$ cat config.mk
export PLATFORM = sky130hd
export DESIGN_NAME = seq_mult
export DESIGN_NICKNAME = d
export VERILOG_FILES = /design/src/rtl/seq_mult_pkg.sv /design/src/rtl/seq_mult_dp.sv /design/src/rtl/seq_mult.sv
export SDC_FILE = /design/constraint.sdc
export NUM_CORES = 1
export LEC_CHECK = 0
export CAP_MARGIN = 20
export CORE_ASPECT_RATIO = 0.7
export CORE_MARGIN = 2
export CORE_UTILIZATION = 51
export DETAILED_ROUTE_END_ITERATION = 10
export PLACE_DENSITY = 0.76
export SYNTH_ARGS = -nofsm -noshare
export SYNTH_HDL_FRONTEND = slang
export SYNTH_HIERARCHICAL = 1
export SYNTH_SLANG_ARGS = --single-unit
$ cat constraint.sdc
create_clock -name clk -period 2.8 [get_ports clk]
set_clock_uncertainty 0.1 [all_clocks]
set_input_delay 0.42 -clock clk [delete_from_list [all_inputs] [get_ports clk]]
set_output_delay 0.42 -clock clk [all_outputs]
set_load 0.005 [all_outputs]
$ cat src/rtl/seq_mult_pkg.sv
// ---------------------------------------------------------------------------
// seq_mult_pkg
//
// Shared types and constants for the sequential shift-add multiplier.
//   state_t        : control FSM encoding used by seq_mult.
//   DEFAULT_WIDTH  : default operand width in bits.
//   cnt_width()    : width of the iteration counter for a given operand width.
// ---------------------------------------------------------------------------
package seq_mult_pkg;

    // Control states. RUN lasts WIDTH cycles, DONE exactly one.
    typedef enum logic [1:0] {
        IDLE = 2'b00,
        RUN  = 2'b01,
        DONE = 2'b10
    } state_t;

    localparam int DEFAULT_WIDTH = 4;

    // Counter must be able to hold the value WIDTH.
    function automatic int cnt_width(input int width);
        return $clog2(width + 1);
    endfunction

endpackage : seq_mult_pkg

$ cat src/rtl/seq_mult_dp.sv
// ---------------------------------------------------------------------------
// seq_mult_dp
//
// Datapath of the sequential shift-add multiplier. Converts operands to
// magnitudes on load, performs one shift-add iteration per step, and writes
// the sign-corrected product on finish.
//
// Ports:
//   clk, rst       clock, asynchronous active-low reset
//   load           capture operands, clear accumulator and counter
//   step           perform one shift-add iteration
//   finish         write product from this cycle's accumulator result
//                  (asserted together with the final step)
//   signed_mode    two's-complement operands (qualified by SIGNED_EN)
//   multiplier     operand A
//   multiplicand   operand B
//   last           counter shows the final iteration is in progress
//   product        2*WIDTH result, held until the next finish or reset
// ---------------------------------------------------------------------------
module seq_mult_dp
    import seq_mult_pkg::*;
#(
    parameter int WIDTH     = DEFAULT_WIDTH,
    parameter bit SIGNED_EN = 1'b1
) (
    input  logic                 clk,
    input  logic                 rst,
    input  logic                 load,
    input  logic                 step,
    input  logic                 finish,
    input  logic                 signed_mode,
    input  logic [WIDTH-1:0]     multiplier,
    input  logic [WIDTH-1:0]     multiplicand,
    output logic                 last,
    output logic [2*WIDTH-1:0]   product
);

    localparam int PW = 2 * WIDTH;
    localparam int CW = cnt_width(WIDTH);

    // State registers
    logic [WIDTH-1:0] mplier_q, mplier_d;
    logic [PW-1:0]    mcand_q,  mcand_d;
    logic [PW-1:0]    acc_q,    acc_d;
    logic [CW-1:0]    cnt_q,    cnt_d;
    logic             neg_q,    neg_d;
    logic [PW-1:0]    product_q, product_d;

    // Operand conditioning
    logic             eff_signed;
    logic             a_neg;
    logic             b_neg;
    logic [WIDTH-1:0] a_mag;
    logic [WIDTH-1:0] b_mag;

    // Iteration arithmetic
    logic [PW-1:0]    add_term;
    logic [PW-1:0]    acc_sum;

    // Magnitude of -2^(WIDTH-1) wraps to 2^(WIDTH-1), which is exactly the
    // right value when the result is read as unsigned WIDTH bits.
    always_comb begin
        eff_signed = signed_mode & SIGNED_EN;
        a_neg      = eff_signed & multiplier[WIDTH-1];
        b_neg      = eff_signed & multiplicand[WIDTH-1];
        a_mag      = a_neg ? (~multiplier + WIDTH'(1))   : multiplier;
        b_mag      = b_neg ? (~multiplicand + WIDTH'(1)) : multiplicand;
    end

    // The multiplicand register is pre-shifted each step, so it is always
    // aligned with the multiplier bit currently sitting in mplier_q[0].
    always_comb begin
        add_term = mplier_q[0] ? mcand_q : '0;
        acc_sum  = acc_q + add_term;
    end

    // NOTE: every signal written here receives a default first, so no path
    // leaves it unassigned and no latch is inferred.
    always_comb begin
        mplier_d  = mplier_q;
        mcand_d   = mcand_q;
        acc_d     = acc_q;
        cnt_d     = cnt_q;
        neg_d     = neg_q;
        product_d = product_q;

        if (load) begin
            mplier_d = a_mag;
            mcand_d  = {{WIDTH{1'b0}}, b_mag};
            acc_d    = '0;
            cnt_d    = '0;
            neg_d    = a_neg ^ b_neg;
        end else if (step) begin
            mplier_d = mplier_q >> 1;
            mcand_d  = mcand_q << 1;
            acc_d    = acc_sum;
            cnt_d    = cnt_q + CW'(1);
        end

        // Uses acc_sum so the final iteration and the sign correction land on
        // the same edge. Two's-complement negation of zero stays zero.
        if (finish) begin
            product_d = neg_q ? (~acc_sum + PW'(1)) : acc_sum;
        end
    end

    // NOTE: sequential state is updated with non-blocking assignments only,
    // so every flop samples the pre-edge values regardless of block order.
    always_ff @(posedge clk or negedge rst) begin
        if (!rst) begin
            mplier_q  <= '0;
            mcand_q   <= '0;
            acc_q     <= '0;
            cnt_q     <= '0;
            neg_q     <= 1'b0;
            product_q <= '0;
        end else begin
            mplier_q  <= mplier_d;
            mcand_q   <= mcand_d;
            acc_q     <= acc_d;
            cnt_q     <= cnt_d;
            neg_q     <= neg_d;
            product_q <= product_d;
        end
    end

    assign last    = (cnt_q == CW'(WIDTH - 1));
    assign product = product_q;

endmodule : seq_mult_dp

$ cat src/rtl/seq_mult.sv
// ---------------------------------------------------------------------------
// seq_mult
//
// Parametrised sequential shift-add multiplier with optional signed mode.
// One product every WIDTH+1 cycles; a start seen in the DONE cycle chains
// the next operation without an idle gap.
//
// Ports:
//   clk            rising-edge clock
//   rst            asynchronous active-low reset
//   start          request, accepted in IDLE or DONE only
//   signed_mode    two's-complement operands, sampled with start
//   multiplier     operand A, sampled with start
//   multiplicand   operand B, sampled with start
//   busy           high while an operation is iterating
//   done           one-cycle pulse, product valid while high
//   product        result, held until the next completion or reset
// ---------------------------------------------------------------------------
module seq_mult
    import seq_mult_pkg::*;
#(
    parameter int WIDTH     = DEFAULT_WIDTH,
    parameter bit SIGNED_EN = 1'b1
) (
    input  logic                 clk,
    input  logic                 rst,
    input  logic                 start,
    input  logic                 signed_mode,
    input  logic [WIDTH-1:0]     multiplier,
    input  logic [WIDTH-1:0]     multiplicand,
    output logic                 busy,
    output logic                 done,
    output logic [2*WIDTH-1:0]   product
);

    state_t state_q, state_d;

    logic load;
    logic step;
    logic finish;
    logic last;

    // Next-state and datapath strobes. start is only looked at in IDLE and
    // DONE, which is what makes a request during RUN a no-op.
    always_comb begin
        state_d = state_q;
        load    = 1'b0;
        step    = 1'b0;
        finish  = 1'b0;

        unique case (state_q)
            IDLE: begin
                if (start) begin
                    load    = 1'b1;
                    state_d = RUN;
                end
            end
            RUN: begin
                step = 1'b1;
                if (last) begin
                    finish  = 1'b1;
                    state_d = DONE;
                end
            end
            DONE: begin
                if (start) begin
                    load    = 1'b1;
                    state_d = RUN;
                end else begin
                    state_d = IDLE;
                end
            end
            default: begin
                state_d = IDLE;
            end
        endcase
    end

    always_ff @(posedge clk or negedge rst) begin
        if (!rst) begin
            state_q <= IDLE;
        end else begin
            state_q <= state_d;
        end
    end

    // Decoded straight from the state register: mutually exclusive by
    // construction and free of combinational paths from the inputs.
    assign busy = (state_q == RUN);
    assign done = (state_q == DONE);

    seq_mult_dp #(
        .WIDTH     (WIDTH),
        .SIGNED_EN (SIGNED_EN)
    ) u_dp (
        .clk          (clk),
        .rst          (rst),
        .load         (load),
        .step         (step),
        .finish       (finish),
        .signed_mode  (signed_mode),
        .multiplier   (multiplier),
        .multiplicand (multiplicand),
        .last         (last),
        .product      (product)
    );

endmodule : seq_mult

==> flow_summary.yaml <==
clock_tree:
  cts_buffers: 5
  cts_sinks: 34
  clk_pin_slew_worst_paths_ps: 60
  holdBufCountCts: 0
  ctsHtreeMaxLevel: 2
  insertion_delay_ps: 270
  cts_max_path_buffers: 2
  cts_tree: "done"
  cts_root_buf: "clkbuf_8"
routing:
  dr.pass1.iters: 4
  num_vias: 1503
  antenna_left: 0
  viasPerCell: 5.27
  wirelength_um: 3650
  routedWlPerCell_um: 12.8
  drt_iter0_markers: 73
  drcViolationCount: 0
global_routing:
  grt_pass1_wl_um: 6350
  antenna_found_initial: 0
  grt_max_degree: 35
  grt_pass1_vias: 1434
  overflow: 0
  globalRouteTotalUtil: 0.181
cells_and_area:
  fin_area_um2: 2430
  diodes: 0
  layout-drive-gt1-share: 0.0944
  areaGrowthSynthToFinish_pct: 18.5
  fill_cells: 323
  num-nets-final: 258
  final_util: 0.626
placed_design:
  postPlaceCellArea_um2: 2340
  numPortBuffers: 21
  place_ws_ps: 76.6
  place_congestion: 0.775
  dp_hpwl_um: 2620
power:
  p_per_area_nw_per_um2: 1110
  power_uw: 2690
  switching_share: 0.398
  pwr-share-comb: 0.561
  power_frac_clock: 0.120
  p_int_uw: 1620
  p_seq_frac: 0.318
  switchingPower_uw: 1070
  irDropWorstVdd_mv: 0.529
  power.leakage_uw: 0.00117
sta:
  drv_slew: 0
  relSlewSlack: 0.597
  tns_ps: 0
  tightest_slew_ps: 600
  rsz0062_at_grt: "false"
  setup_viol: 0
  clock.fmax_ghz: 0.372
  report.final.hold_viol_count: 0
  period_minus_slack_ps: 2690
  fin_crit_sh: 0.960
  layout_setup_ws_ps: 113
critical_path:
  slowest_stage: "dfrtp_1"
  crit_arrival_ps: 2750
  reg2reg_slack_ps: 110
  path_buf_inv: 0
  cp-start-kind: "flop"
  crit_path_end_kind: "flop"
  required_ps: 2860
  crit_chain: "and2_1 > ha_1 > fa_2 > a211o_1 > and3_4 > o221ai_1 > o31ai_2 > or2_1 > a31o_1"
  reg2regPathDepth: 9
  crit_cells: 9
  crit_path_max_fanout: 3
  cpPeakStageDelay_ps: 390
  path_class: "flop to flop"
  critical-path-top-delay-family: "compound AO/OA/AOI/OAI gates"
synth:
  synth_warnings: 6
  seq_area_frac_synth: 0.416
  syn_area_um2: 2050
  avgSynthCellArea_um2: 9.94
  yosys_most_used_dff: "dfrtp_1"
  ys_ff_latch: 34
  ys_async_sr_fraction: 1.00
  synth.net_count: 231
  yosys.cell_types.count: 39
  synthCells: 206
  synth_edf_count: 0
die:
  die_h_um: 57.0
  io_pins: 22
  die_w_um: 79.7
  num_rows: 19
  initial_core_util: 0.528
  core_area_um2: 3870
  dieArea_um2: 4540
worst_hold_path:
  hold_class: "flop to flop"
  holdPathStages: 1
job:
  cap_violations: 0
run_status:
  status: "completed"
-- cell usage in the layout (no fill, tap or decap), drive strengths merged, types with 5 or more instances in the layout --
cell type      netlist  final
a211oi               5      5
inv                 11     11
mux2i               18     18
o21ai                9      9
nor2                25     25
ha                  12     12
clkdlybuf4s50        0     21
a21oi               11     11
xor2                 7      7
and2                 9      9
nor2b                6      6
dfrtp               34     34
clkbuf               6      7
buf                  1      6
nand2               10     10
xnor2                6      6
-- cells by family after synthesis --
family,synth area share
and+or+nand+nor,0.175
AOI/OAI and AO/OA,0.138
DFF,0.416
muxes,0.0990
buffers and inverters,0.0336
xor gates and xnor gates,0.0556
adders and majority gates,0.0831
-- synth_stat cells (5+ instances only) --
library cell / n / area share
a211oi_1: 5 / 0.018
a21oi_1: 11 / 0.027
and2_1: 9 / 0.028
clkbuf_1: 6 / 0.011
dfrtp_1: 34 / 0.42
ha_1: 12 / 0.073
inv_1: 11 / 0.020
mux2i_1: 18 / 0.088
nand2_1: 10 / 0.018
nor2_1: 25 / 0.046
nor2b_1: 5 / 0.015
o21ai_1: 7 / 0.017
xnor2_1: 6 / 0.026
xor2_1: 7 / 0.030
-- registers in the layout, summed over array words and instances (netlist names) --
name           flops
u_dp/mplier_q      4
u_dp/cnt_q         3
u_dp/neg_q         1
u_dp/acc_q         8
u_dp/mcand_q       8
state_q            2
u_dp/product       8
-- final timing paths --
path / startpoint / endpoint
min reg2reg: u_dp/product[2]$_DFFE_PN0P_ / u_dp/product[2]$_DFFE_PN0P_
min: u_dp/product[2]$_DFFE_PN0P_ / u_dp/product[2]$_DFFE_PN0P_
max in group asynchronous: rst / u_dp/product[7]$_DFFE_PN0P_
max: u_dp/mcand_q[0]$_DFFE_PN0P_ / u_dp/product[7]$_DFFE_PN0P_
max reg2reg: u_dp/mcand_q[0]$_DFFE_PN0P_ / u_dp/product[7]$_DFFE_PN0P_
min in group asynchronous: rst / u_dp/product[6]$_DFFE_PN0P_
-- through the flow --
step                      cells  hold WS [ps]
after floorplan             206          24.4
after global placement      278           390
after detailed placement    278           398
after CTS                   285           412
after global routing        285           421
final                       285           410
-- routing by layer --
layer  track usage  wire (um)
met1         0.255       1980
met2         0.276       1550
met3        0.0538        129
met4        0.0443          0
met5             0          0
-- cell type report --
class | count | area (um2) | share of cell area
tap | 52 | 65.1 | 0.0268
clock buffer | 7 | 76.3 | 0.0315
multi-input combinational | 154 | 1140 | 0.469
inverter | 11 | 41.3 | 0.0170
timing repair buffer | 27 | 255 | 0.105
sequential | 34 | 851 | 0.351
-- power groups by stage --
| stage | logic [uW] | clock network, uW | registers (uW) |
|---|---|---|---|
| after floorplan | 1070 | 0 | 840 |
| after global placement | 1460 | 0 | 857 |
| after detailed placement | 1480 | 0 | 865 |
| after CTS | 1490 | 341 | 857 |
| after global routing | 1680 | 364 | 891 |
| final | 1510 | 324 | 857 |
-- timing repair --
| item | CTS | global route |
|---|---|---|
| hold endpoints to repair | 0 | 0 |
| gates resized for setup | 0 | 2 |
| endpoints found under the setup margin | 0 | 2 |
| buffers inserted | 0 | 0 |
No activity file was read; power rests on OpenSTA's default activity.
==> patch (same flow settings) <==
Change the package constant `DEFAULT_WIDTH` from 4 to 5.
--- a/src/rtl/seq_mult_pkg.sv
+++ b/src/rtl/seq_mult_pkg.sv
@@ -15,7 +15,7 @@
         DONE = 2'b10
     } state_t;
 
-    localparam int DEFAULT_WIDTH = 4;
+    localparam int DEFAULT_WIDTH = 5;
 
     // Counter must be able to hold the value WIDTH.
     function automatic int cnt_width(input int width);
Ports: changed (resized multiplicand, multiplier and product); port bits go from 22 to 26. The function was not compared with the original's and may differ.
==> patch against the original RTL <==
- the flow now finishes with violations (setup timing)
- cell count increased by 41%
- critical path depth unchanged
- routed wire length rose by 58%
- sequential power increased by 23%
- final area is 40% higher
- sequential cell count grew 7
- synthesized area is 29% higher
- die area increased by 27%
- total power grew 49%
- non-clock buffer count is 30 higher
- combinational power is 71% higher
- synthesized cell count rose by 36%
- worst setup slack worse by 0.21 ns
- largest power group unchanged
==> patch: results (changes against the original RTL) <==
status=finished, violations left; failing checks=setup timing; Max Fanout on Critical Path=5 (+2); Cell variety after synth=53 (+36%); vias in the first global route=2177 (+52%); crit path DAT=3.00 ns (+0.25 ns); Slew headroom=38.5% (-21 points); Detailed Place HPWL=4110 um (+57%); part of the Yosys area used for sequential elements=38.9% (-2.7 points); Final WS setup=-0.0931 ns (-0.206 ns); largest cells by area after synthesis=dfrtp_1 (39%), mux2i_1 (8.7%), ha_1 (6.6%); Setup Viol. Count Final=1 (+1); Port Buffer Count=25 (+19%); drt initial violations=123 (+68%); Nets=361 (+40%); DR WL/cell=14.4 um (+12%); CP top delay family=simple AND/OR/NAND/NOR gates; largest net degree at the start of global routing=42 (+20%); clk_lat worst skew=0.30 ns (+0.03 ns); clock slew at reported path FFs=0.08 ns (+0.02 ns); Post-Synthesis Cells=280 (+36%); layout cells sized above 1=21.0% (+12 points); worst vdd ir=0.536 mV (+1.4%); Layout Cells excl Fill=402 (+41%); top cells by count, synth=dfrtp_1 (41), nor2_1 (30), mux2i_1 (23), nand2_1 (19), and2_1 (15); FILL cells=390 (+21%); vias per cell=5.53 (+4.9%); Leakage=0.00163 uW (+40%); synthesized net count=309 (+34%); critical path's largest stage delay=0.41 ns (+0.02 ns); global-route usage over all layers=21.4% (+3.3 points); first-pass GRT wire length=9970 um (+57%)
[patch: power breakdown]
group / internal (uW) / switching [uW] / total (uW)
Sequential: 854 / 195 / 1050
Combinational: 1330 / 1250 / 2580
Clock: 172 / 211 / 383
Total: 2360 / 1660 / 4020
[patch: per-layer routing]
layer	up-vias	global-route usage (%)	wire length (um)
met5	-	0	0
met4	0	5.77	36
met3	4	4.83	225
met2	51	34.6	2620
met1	1072	29.2	2890
li1	1097	-	-
[patch: area by class of cell]
class | instances | area [sq um] | area share [%]
multi-input combinational | 213 | 1650 | 48.7
sequential | 41 | 1030 | 30.2
timing repair buffer | 57 | 489 | 14.4
tap | 69 | 86.3 | 2.55
clock buffer | 5 | 68.8 | 2.03
inverter | 14 | 52.6 | 1.55
clock inverter | 3 | 17.5 | 0.516
[patch: kinds of logic after synthesis]
group / share of synthesized area [%]
flip-flops: 38.9
AO/OA/AOI/OAI: 16.5
multiplexers: 10.0
buffers and inverters: 4.27
adder cells (fa/ha/maj): 7.40
AND/OR/NAND/NOR: 18.3
XOR/XNOR: 4.65
[patch: final timing paths]
check	startpoint	end	cells past startpoint
hold / removal	rst	u_dp/product[8]	1
setup reg to reg	u_dp/mplier_q[0]	u_dp/product[8]	9
hold reg to reg	u_dp/product[2]	u_dp/product[2]	1
setup / recovery	u_dp/mplier_q[0]	u_dp/product[8]	9
min in group clk	u_dp/product[2]	u_dp/product[2]	1
max in group asynchronous	rst	u_dp/mcand_q[3]	1
[patch: repair_timing]
item,in CTS,in global routing
resized for setup,2,22
endpoints found under the setup margin,1,6
pin swaps,1,10
setup buffers,0,3
[patch: metrics by stage]
stage | instance area, sq um | setup slack, ns | hold WS [ns] | total power, uW | TNS, ns
floorplan | 2650 | -0.0467 | 0.0244 | 2470 | -0.0467
global placement | 3140 | 0.0123 | 0.392 | 3240 | 0
detailed placement | 3140 | -0.0449 | 0.394 | 3310 | -0.0449
CTS | 3250 | -0.0452 | 0.188 | 3750 | -0.0452
global route | 3390 | -0.157 | 0.233 | 4340 | -0.438
finish | 3390 | -0.0931 | 0.155 | 4020 | -0.0931
[patch: worst register-to-register path, delay by kind of cell (launching register included)]
| kind | cells | cell delay [ns] |
|---|---|---|
| adder cells (fa/ha/maj) | 2 | 0.54 |
| AO/OA/AOI/OAI | 3 | 0.73 |
| flip-flops | 1 | 0.41 |
| AND/OR/NAND/NOR | 4 | 1.03 |
